**src/rtl/serial_frame_pkg.sv**
```systemverilog
// Shared types and line-level constants for the serial frame receiver.
package serial_frame_pkg;

    typedef enum logic [1:0] {
        IDLE = 2'd0,
        DATA = 2'd1,
        PAR  = 2'd2,
        STOP = 2'd3
    } rx_state_e;

    localparam logic START_BIT  = 1'b1;
    localparam logic STOP_BIT   = 1'b0;
    localparam logic IDLE_LEVEL = 1'b0;

endpackage

```
**src/rtl/serial_frame_rx_if.sv**
```systemverilog
// Serial input, sample strobe and word-output handshake of the frame receiver.
interface serial_frame_rx_if #(parameter int unsigned DATA_W = 4);

    logic              serial_in;
    logic              bit_en;
    logic [DATA_W-1:0] data_out;
    logic              data_valid;
    logic              data_ready;
    logic              frame_err;
    logic              overrun;

    modport slave (
        input  serial_in, bit_en, data_ready,
        output data_out, data_valid, frame_err, overrun
    );

    modport master (
        output serial_in, bit_en, data_ready,
        input  data_out, data_valid, frame_err, overrun
    );

endinterface

```
**src/rtl/frame_fifo2.sv**
```systemverilog
// Two-entry FIFO; the head register reads as zero whenever the FIFO is empty.
module frame_fifo2 #(
    parameter int unsigned W = 4
) (
    input  logic         clk,
    input  logic         rst,
    input  logic         push,
    input  logic         pop,
    input  logic [W-1:0] din,
    output logic [W-1:0] head,
    output logic         full,
    output logic         empty
);

    logic [W-1:0] mem0_q, mem0_d;
    logic [W-1:0] mem1_q, mem1_d;
    logic [1:0]   cnt_q, cnt_d;

    always_ff @(posedge clk or posedge rst) begin
        if (rst) begin
            mem0_q <= '0;
            mem1_q <= '0;
            cnt_q  <= 2'd0;
        end else begin
            mem0_q <= mem0_d;
            mem1_q <= mem1_d;
            cnt_q  <= cnt_d;
        end
    end

    // Push while full without a pop is dropped here; the caller flags it.
    always_comb begin
        mem0_d = mem0_q;
        mem1_d = mem1_q;
        cnt_d  = cnt_q;
        case (cnt_q)
            2'd0: begin
                if (push) begin
                    mem0_d = din;
                    cnt_d  = 2'd1;
                end
            end
            2'd1: begin
                if (push && pop) begin
                    mem0_d = din;
                end else if (pop) begin
                    mem0_d = '0;
                    cnt_d  = 2'd0;
                end else if (push) begin
                    mem1_d = din;
                    cnt_d  = 2'd2;
                end
            end
            default: begin
                if (push && pop) begin
                    mem0_d = mem1_q;
                    mem1_d = din;
                end else if (pop) begin
                    mem0_d = mem1_q;
                    mem1_d = '0;
                    cnt_d  = 2'd1;
                end
            end
        endcase
    end

    assign head  = mem0_q;
    assign full  = (cnt_q == 2'd2);
    assign empty = (cnt_q == 2'd0);

endmodule

```
**src/rtl/serial_frame_rx.sv**
```systemverilog
// Receives start/data/parity/stop frames from a serial line and buffers good
// words in a 2-entry FIFO with a valid/ready handshake.
module serial_frame_rx
    import serial_frame_pkg::*;
#(
    parameter int unsigned DATA_W = 4,
    parameter bit          PARITY = 1'b1
) (
    input  logic               clk,
    input  logic               rst,
    serial_frame_rx_if.slave   bus
);

    localparam int unsigned CNT_W = $clog2(DATA_W + 1);

    rx_state_e         state_q, state_d;
    logic [CNT_W-1:0]  cnt_q, cnt_d;
    logic [DATA_W-1:0] shreg_q, shreg_d;
    logic              par_q, par_d;
    logic              frame_err_q, frame_err_d;
    logic              overrun_q, overrun_d;

    logic              push_c;
    logic              pop_c;
    logic              good_c;
    logic              full;
    logic              empty;
    logic [DATA_W-1:0] head;

    always_ff @(posedge clk or posedge rst) begin
        if (rst) begin
            state_q     <= IDLE;
            cnt_q       <= '0;
            shreg_q     <= '0;
            par_q       <= 1'b0;
            frame_err_q <= 1'b0;
            overrun_q   <= 1'b0;
        end else begin
            state_q     <= state_d;
            cnt_q       <= cnt_d;
            shreg_q     <= shreg_d;
            par_q       <= par_d;
            frame_err_q <= frame_err_d;
            overrun_q   <= overrun_d;
        end
    end

    assign pop_c  = ~empty & bus.data_ready;
    assign good_c = (bus.serial_in == STOP_BIT) &&
                    ((PARITY == 1'b0) || !(^{shreg_q, par_q}));

    // Frame FSM advances only on enabled edges; the error pulses default low.
    always_comb begin
        state_d     = state_q;
        cnt_d       = cnt_q;
        shreg_d     = shreg_q;
        par_d       = par_q;
        frame_err_d = 1'b0;
        overrun_d   = 1'b0;
        push_c      = 1'b0;
        if (bus.bit_en) begin
            case (state_q)
                IDLE: begin
                    if (bus.serial_in == START_BIT) begin
                        state_d = DATA;
                        cnt_d   = '0;
                        shreg_d = '0;
                    end
                end
                DATA: begin
                    shreg_d = DATA_W'({shreg_q, bus.serial_in});
                    cnt_d   = cnt_q + CNT_W'(1);
                    if (cnt_q == CNT_W'(DATA_W - 1)) begin
                        state_d = PARITY ? PAR : STOP;
                    end
                end
                PAR: begin
                    par_d   = bus.serial_in;
                    state_d = STOP;
                end
                default: begin
                    state_d = IDLE;
                    if (good_c) begin
                        push_c    = 1'b1;
                        overrun_d = full & ~pop_c;
                    end else begin
                        frame_err_d = 1'b1;
                    end
                end
            endcase
        end
    end

    frame_fifo2 #(.W(DATA_W)) u_fifo (
        .clk   (clk),
        .rst   (rst),
        .push  (push_c),
        .pop   (pop_c),
        .din   (shreg_q),
        .head  (head),
        .full  (full),
        .empty (empty)
    );

    assign bus.data_out   = head;
    assign bus.data_valid = ~empty;
    assign bus.frame_err  = frame_err_q;
    assign bus.overrun    = overrun_q;

endmodule

```
**src/flat_wrapper.sv**
```systemverilog
// flat-port wrapper written by rule: the top's interface ports become plain ports
module serial_frame_rx_flat import serial_frame_pkg::*;
#(
    parameter int unsigned DATA_W = 4,
    parameter bit          PARITY = 1'b1
)
  (clk, rst, bus_serial_in, bus_bit_en, bus_data_ready, bus_data_out, bus_data_valid, bus_frame_err, bus_overrun);
  serial_frame_rx_if #(.DATA_W(DATA_W)) bus_i ();
  input  logic clk;
  input  logic rst;
  input wire logic [$bits(bus_i.serial_in)-1:0] bus_serial_in;
  input wire logic [$bits(bus_i.bit_en)-1:0] bus_bit_en;
  input wire logic [$bits(bus_i.data_ready)-1:0] bus_data_ready;
  output wire logic [$bits(bus_i.data_out)-1:0] bus_data_out;
  output wire logic [$bits(bus_i.data_valid)-1:0] bus_data_valid;
  output wire logic [$bits(bus_i.frame_err)-1:0] bus_frame_err;
  output wire logic [$bits(bus_i.overrun)-1:0] bus_overrun;
  assign bus_i.serial_in = bus_serial_in;
  assign bus_i.bit_en = bus_bit_en;
  assign bus_i.data_ready = bus_data_ready;
  assign bus_data_out = bus_i.data_out;
  assign bus_data_valid = bus_i.data_valid;
  assign bus_frame_err = bus_i.frame_err;
  assign bus_overrun = bus_i.overrun;
  serial_frame_rx #(.DATA_W(DATA_W), .PARITY(PARITY)) u_core (.clk(clk), .rst(rst), .bus(bus_i));
endmodule
```
**config.mk**
```make
export PLATFORM = sky130hd
export DESIGN_NAME = serial_frame_rx_flat
export DESIGN_NICKNAME = d
export VERILOG_FILES = /design/src/rtl/serial_frame_pkg.sv /design/src/rtl/serial_frame_rx_if.sv /design/src/rtl/frame_fifo2.sv /design/src/rtl/serial_frame_rx.sv /design/src/flat_wrapper.sv
export SDC_FILE = /design/constraint.sdc
export NUM_CORES = 1
export LEC_CHECK = 0
export BUFFER_PORTS_ARGS = -buffer_cell sky130_fd_sc_hd__buf_2
export CORE_MARGIN = 4
export CORE_UTILIZATION = 40
export CTS_CLUSTER_SIZE = 25
export DETAILED_ROUTE_END_ITERATION = 12
export PLACE_DENSITY = 0.64
export SLEW_MARGIN = 30
export SYNTH_ARGS = -nofsm -noshare
export SYNTH_HDL_FRONTEND = slang
export SYNTH_SLANG_ARGS = --single-unit
export TNS_END_PERCENT = 20
```
**constraint.sdc**
```tcl
create_clock -name clk -period 3.2 [get_ports clk]
set_input_delay 0.64 -clock clk [delete_from_list [all_inputs] [get_ports clk]]
set_output_delay 0.64 -clock clk [all_outputs]
set_load 0.01 [all_outputs]
```
## Yosys cells after proc, flatten, opt, wreduce, memory -nomap -nowiden

Cells that the tools add are included.

| word-level totals | value |
|---|---|
| register bits after elaboration | 22 |
| bits of input ports | 5 |
| word-level logic and storage cells | 78 |

| operators by class | value |
|---|---|
| $add $sub $neg | 1 |
| eq/ne operators | 14 |
| muxes and demuxes | 32 |
| bitwise gates (word level) | 5 |
| reductions and logical operators | 17 |

Operator list:

| cell | count |
|---|---|
| 4-bit 2-to-1 mux | 8 |
| 4-bit one-hot mux with 2 select lines | 3 |
| 2-bit 2-to-1 mux | 8 |
| 2-bit inequality test (second input constant) | 5 |
| 5-bit AND reduction | 2 |
| 1-bit 2-to-1 mux | 9 |
| 3-bit AND reduction | 3 |
| 3-bit nonzero test | 3 |
| 3-bit by 2-bit inequality test with 1-bit output (second input constant) | 2 |
| 2-bit one-hot mux with 3 select lines | 1 |
| 3-bit one-hot mux with 2 select lines | 1 |
| 5-bit parity | 1 |
| 2-bit by 1-bit == test with 1-bit output (second input constant) | 2 |
| 2-bit == test (second input constant) | 2 |
| 2-bit logical NOT | 2 |
| 2-bit by 1-bit inequality test with 1-bit output (second input constant) | 2 |
| 2-bit one-hot mux with 2 select lines | 1 |
| 3-bit by 1-bit adder with 3-bit output (second input constant) | 1 |
| 3-bit by 2-bit == test with 1-bit output (second input constant) | 1 |
| 3-bit 2-to-1 mux | 1 |
| 1-bit inverter | 3 |
| 3-bit OR reduction | 1 |
| 1-bit AND | 2 |
| 1-bit logical AND | 2 |
| other kinds (3) | 3 |

## Depth between registers and ports, before layout

| depth | value |
|---|---|
| word-level depth | 10 |
| gate-level depth with buffers | 7 |
| depth with buffers taken out | 7 |

## Cells and area by module

From an unflattened synthesis, not the netlist that was laid out.

| second synthesis, totals | value |
|---|---|
| cell total of the unflattened synthesis | 111 |
| area, all modules | 1251.2 µm² |

Modules (own cells, without submodules):

| module | instances | cells an instance | area each (µm²) |
|---|---|---|---|
| serial_frame_rx | 1 | 55 | 635.6 |
| frame_fifo2 | 1 | 56 | 615.6 |

## Worst setup path after synthesis

Ideal clock, no wire load.

| path | value |
|---|---|
| path kind | reg-to-reg |
| start point | reg u_core.shreg_q[1] |
| end point | reg u_core.u_fifo.mem1_q[0] |
| setup time | 119 ps |
| arrival | 1736 ps |
| setup slack | 1345 ps |
| cell stages (with the launch flop) | 6 |
| period minus slack after synthesis | 1855 ps |
| path through | dfrtp_1 > xnor2_1 > xnor3_2 > nand3_4 > mux2_2 > o21a_1 |

| between the ends | value |
|---|---|
| longest elaborated chain between the ends | 9 |

Ends and longest elaborated chain:

| what | RTL line | text |
|---|---|---|
| start: declaration | serial_frame_rx.sv:18 | `logic [DATA_W-1:0] shreg_q, shreg_d;` |
| start signal: assignment | serial_frame_rx.sv:41 | `shreg_q <= shreg_d;` |
| 5-bit parity (*) | serial_frame_rx.sv:50 | `((PARITY == 1'b0) \|\| !(^{shreg_q, par_q}));` |
| 1-bit logical NOT (*) | serial_frame_rx.sv:50 |  |
| 1-bit logical AND (*) | serial_frame_rx.sv:49 | `assign good_c = (bus.serial_in == STOP_BIT) &&` |
| 1-bit 2-to-1 mux (*) | serial_frame_rx.sv:83 | `if (good_c) begin` |
| 1-bit 2-to-1 mux (*) | serial_frame_rx.sv:62 | `case (state_q)` |
| 1-bit 2-to-1 mux (*) | serial_frame_rx.sv:61 | `if (bus.bit_en) begin` |
| 1-bit logical AND | frame_fifo2.sv:44, frame_fifo2.sv:55 |  |
| 2-bit inequality test (no source line), or another cell as far along | -- |  |
| 5-bit AND reduction (no source line) / 4-bit one-hot mux with 2 select lines (equally long branches) | -- |  |
| end signal: assignment | frame_fifo2.sv:26 | `mem1_q <= mem1_d;` |
| end: declaration | frame_fifo2.sv:16 | `logic [W-1:0] mem1_q, mem1_d;` |

Mark *: on every way between the ends. The rest lies on a longest branch, timed or not.
A chain may end at the register's enable or synchronous reset.

## Worst setup path in the final report

| path | value |
|---|---|
| start point | reg u_core.u_fifo.cnt_q[1] |
| end point | out bus_data_valid |

| between the ends | value |
|---|---|
| longest elaborated chain between the ends | 2 |

Ends and longest elaborated chain:

| what | RTL line | text |
|---|---|---|
| start: declaration | frame_fifo2.sv:17 | `logic [1:0] cnt_q, cnt_d;` |
| start signal: assignment | frame_fifo2.sv:27 | `cnt_q <= cnt_d;` |
| 2-bit logical NOT | frame_fifo2.sv:69 | `assign empty = (cnt_q == 2'd0);` |
| 1-bit inverter (no source line) | -- |  |
| end: declaration | flat_wrapper.sv:15 | `output wire logic [$bits(bus_i.data_valid)-1:0] bus_data_valid;` |

No other way between the ends.

==> flow_summary.toml <==
[critical_path]
end_kind = "output port"
worst_setup_path_start_kind = "flip-flop"
crit_fanout = 21
r2r-end = "u_core.u_fifo.mem1_q[1]$_DFFE_PP0P_"
crit_start = "u_core.u_fifo.cnt_q[1]$_DFFE_PP0P_"
rr_worst_depth = 5
cp.arrival_ns = 1.48
cp.required_ns = 2.56
setup.worst_path.end = "bus_data_valid"
ff2ff_setup_slack_ns = 1.18
worst-setup-path-type = "reg -> out"
r2r_start = "u_core.shreg_q[1]$_DFFE_PP0P_"

[detailed_routing]
viasPerCell = 5.06
ant_nets = 0
finalWirelength_mm = 2.22
post_drt_wl_per_cell_um = 12.4
first_pass_iters = 4
drc = 0
drt_iter0_markers = 33
num_vias = 906

[layout]
fin_area_mm2 = 0.00139
drive_gt1_share_pct = 24.4
layout_commonest_cell = "dfrtp_1"
syn_to_final_growth_pct = 11.1
utilization_pct = 46.0
fin_cells = 179
layout.nets = 148
fillers = 288
layout_common_cells = "dfrtp_1, nand2_1, o21ai_0, buf_2"
antennaDiodeCount = 0

[sta]
skew_ns = 0.00677
finalHoldViolCount = 0
min_period_ns = 2.12
slew_viol_final = 0
fin_crit_sh_pct = 66.3
rsz0062_at_grt = "false"
max_freq_mhz = 472
tns_ns = 0
maxSlewHeadroom_pct = 47.4
setup_viol = 0
tightest_slew_ns = 0.784

[placement]
dp_cells = 175
portBuffers = 11
dp_hpwl_mm = 1.67
gp_congestion = 0.758
place_area_mm2 = 0.00136

[cts]
cts_hold_buf = 0
root_buffer = "clkbuf_4"
clkSinkCount = 22
insertion_delay_ns = 0.31
htreeDepth = 1
cts_resized = 0
clk_pin_slew_ns = 0.12
numCtsBuffers = 3
clockBufferDepth = 2
postCtsSetupBuffers = 0
cts_tree = "yes"

[power]
p_sw_share_pct = 37.5
switching_power_uw = 346
p_per_area_mw_per_mm2 = 661
p_int_uw = 575
combPwrFrac_pct = 39.5
clkPwrFrac_pct = 16.8
ir_drop_uv = 348
p_seq_share_pct = 43.7
p_leak_nw = 0.666

[die]
die_width_um = 64.0
core-area_mm2 = 0.00303
num_rows = 20
boundaryPins = 12
dieArea_mm2 = 0.00409
die_h_um = 64.0
start_util_pct = 41.4

[yosys]
synth_cell_type_count = 37
syn_area_mm2 = 0.00125
postSynthAreaPerCell_um2 = 10.3
ys.warnings.count = 0
ys_seq_area_share_pct = 43.9
synthArstFlopShare_pct = 100
syn_inst = 122
ys_seq_elements = 22
synth_ff_type = "dfrtp_1"
synth_nets = 134
synth-edff-count = 0

[global_routing]
gr-usage-all-layers_pct = 12.4
grt_max_degree = 23
first_global_vias = 901
grt_pass1_wl_mm = 4.03
antenna_found_initial = 0
grt.overflow.total = 0

[worst_hold_path]
hp-class = "in -> async"

[flow_run]
cap_violations = 0

[outcome]
status = "completed"
Yosys cell counts, types with 2 or more instances:
cell / number / share of area (%)
mux2i_1: 2 / 1.6
nor2b_1: 2 / 1.0
nand3_1: 6 / 2.4
clkbuf_1: 2 / 0.60
ha_1: 7 / 7.0
xnor2_1: 2 / 1.4
nor4b_1: 2 / 1.4
nor3_1: 2 / 0.80
mux2_2: 7 / 6.3
dfrtp_1: 22 / 44
o21a_1: 2 / 1.2
a21oi_1: 3 / 1.2
a22o_1: 2 / 1.4
nand2b_1: 4 / 2.0
o21ai_0: 11 / 4.4
a22o_2: 2 / 1.6
nand2_1: 17 / 5.1
inv_1: 8 / 2.4
routing by layer:
layer / wire length, um / part of all wire, % / track usage [%] / up-vias
met3: 120 / 5.4 / 4.57 / 2
met1: 985 / 44 / 14.4 / 433
met2: 1100 / 49 / 21.9 / 21
met5: 0 / 0 / 0 / -
li1: - / - / - / 450
met4: 19 / 0.86 / 2.43 / 0
cell type report:
class,count,area (um^2),share of cell area (%)
sequential,22,551,39.5
inverter,8,30.0,2.16
timing repair buffer,11,55.1,3.95
clock buffer,4,36.3,2.61
multi-input combinational,90,666,47.8
tap,44,55.1,3.95
worst max-delay path: stages, from the launching register on:
cell,delay [ns]
dfrtp_1,0.60
or2_2,0.42
buf_2,0.15
worst min-delay path by stage:
stage                                startpoint                     endpoint  slack, ns  cells past startpoint
finish                                      rst  u_core.cnt_q[1]$_DFFE_PP0P_       0.35                      2
global route                                rst  u_core.cnt_q[2]$_DFFE_PP0P_       0.39                      2
CTS                 u_core.cnt_q[2]$_DFFE_PP0P_  u_core.cnt_q[2]$_DFFE_PP0P_       0.50                      2
detailed placement  u_core.cnt_q[2]$_DFFE_PP0P_  u_core.cnt_q[2]$_DFFE_PP0P_       0.47                      2
global placement    u_core.cnt_q[2]$_DFFE_PP0P_  u_core.cnt_q[2]$_DFFE_PP0P_       0.46                      2
floorplan           u_core.cnt_q[2]$_DFFE_PP0P_  u_core.cnt_q[2]$_DFFE_PP0P_       0.45                      2
flip-flops by register name, indices dropped and copies added (netlist names):
signal	flops
u_core.u_fifo.mem1_q	4
u_core.shreg_q	4
u_core.cnt_q	3
u_core.par_q	1
u_core.bus.frame_err	1
u_core.u_fifo.head	4
u_core.u_fifo.cnt_q	2
u_core.state_q	2
u_core.bus.overrun	1
logic make-up after synthesis:
group	after synthesis	share of synthesized area (%)
compound gates	28	15.7
fa+ha+maj	7	6.99
simple gates	42	18.6
mux	9	7.88
buf+inv	10	2.99
xor+xnor	4	3.99
flops	22	43.9
power by group through the flow:
stage,clock network (mW),logic [mW],registers (mW)
finish,0.155,0.363,0.402
global route,0.174,0.413,0.415
CTS,0.163,0.370,0.404
detailed placement,0,0.369,0.410
global placement,0,0.353,0.407
floorplan,0,0.288,0.399
stage by stage:
stage               total power [mW]  worst slack, ns  hold WS (ns)
detailed placement             0.779             1.19         0.472
finish                         0.921             1.08         0.349
CTS                            0.937             1.07         0.501
global route                    1.00            0.976         0.391
floorplan                      0.687             1.34         0.450
global placement               0.760             1.22         0.463
Note: power is estimated with default switching activity, not from simulation.
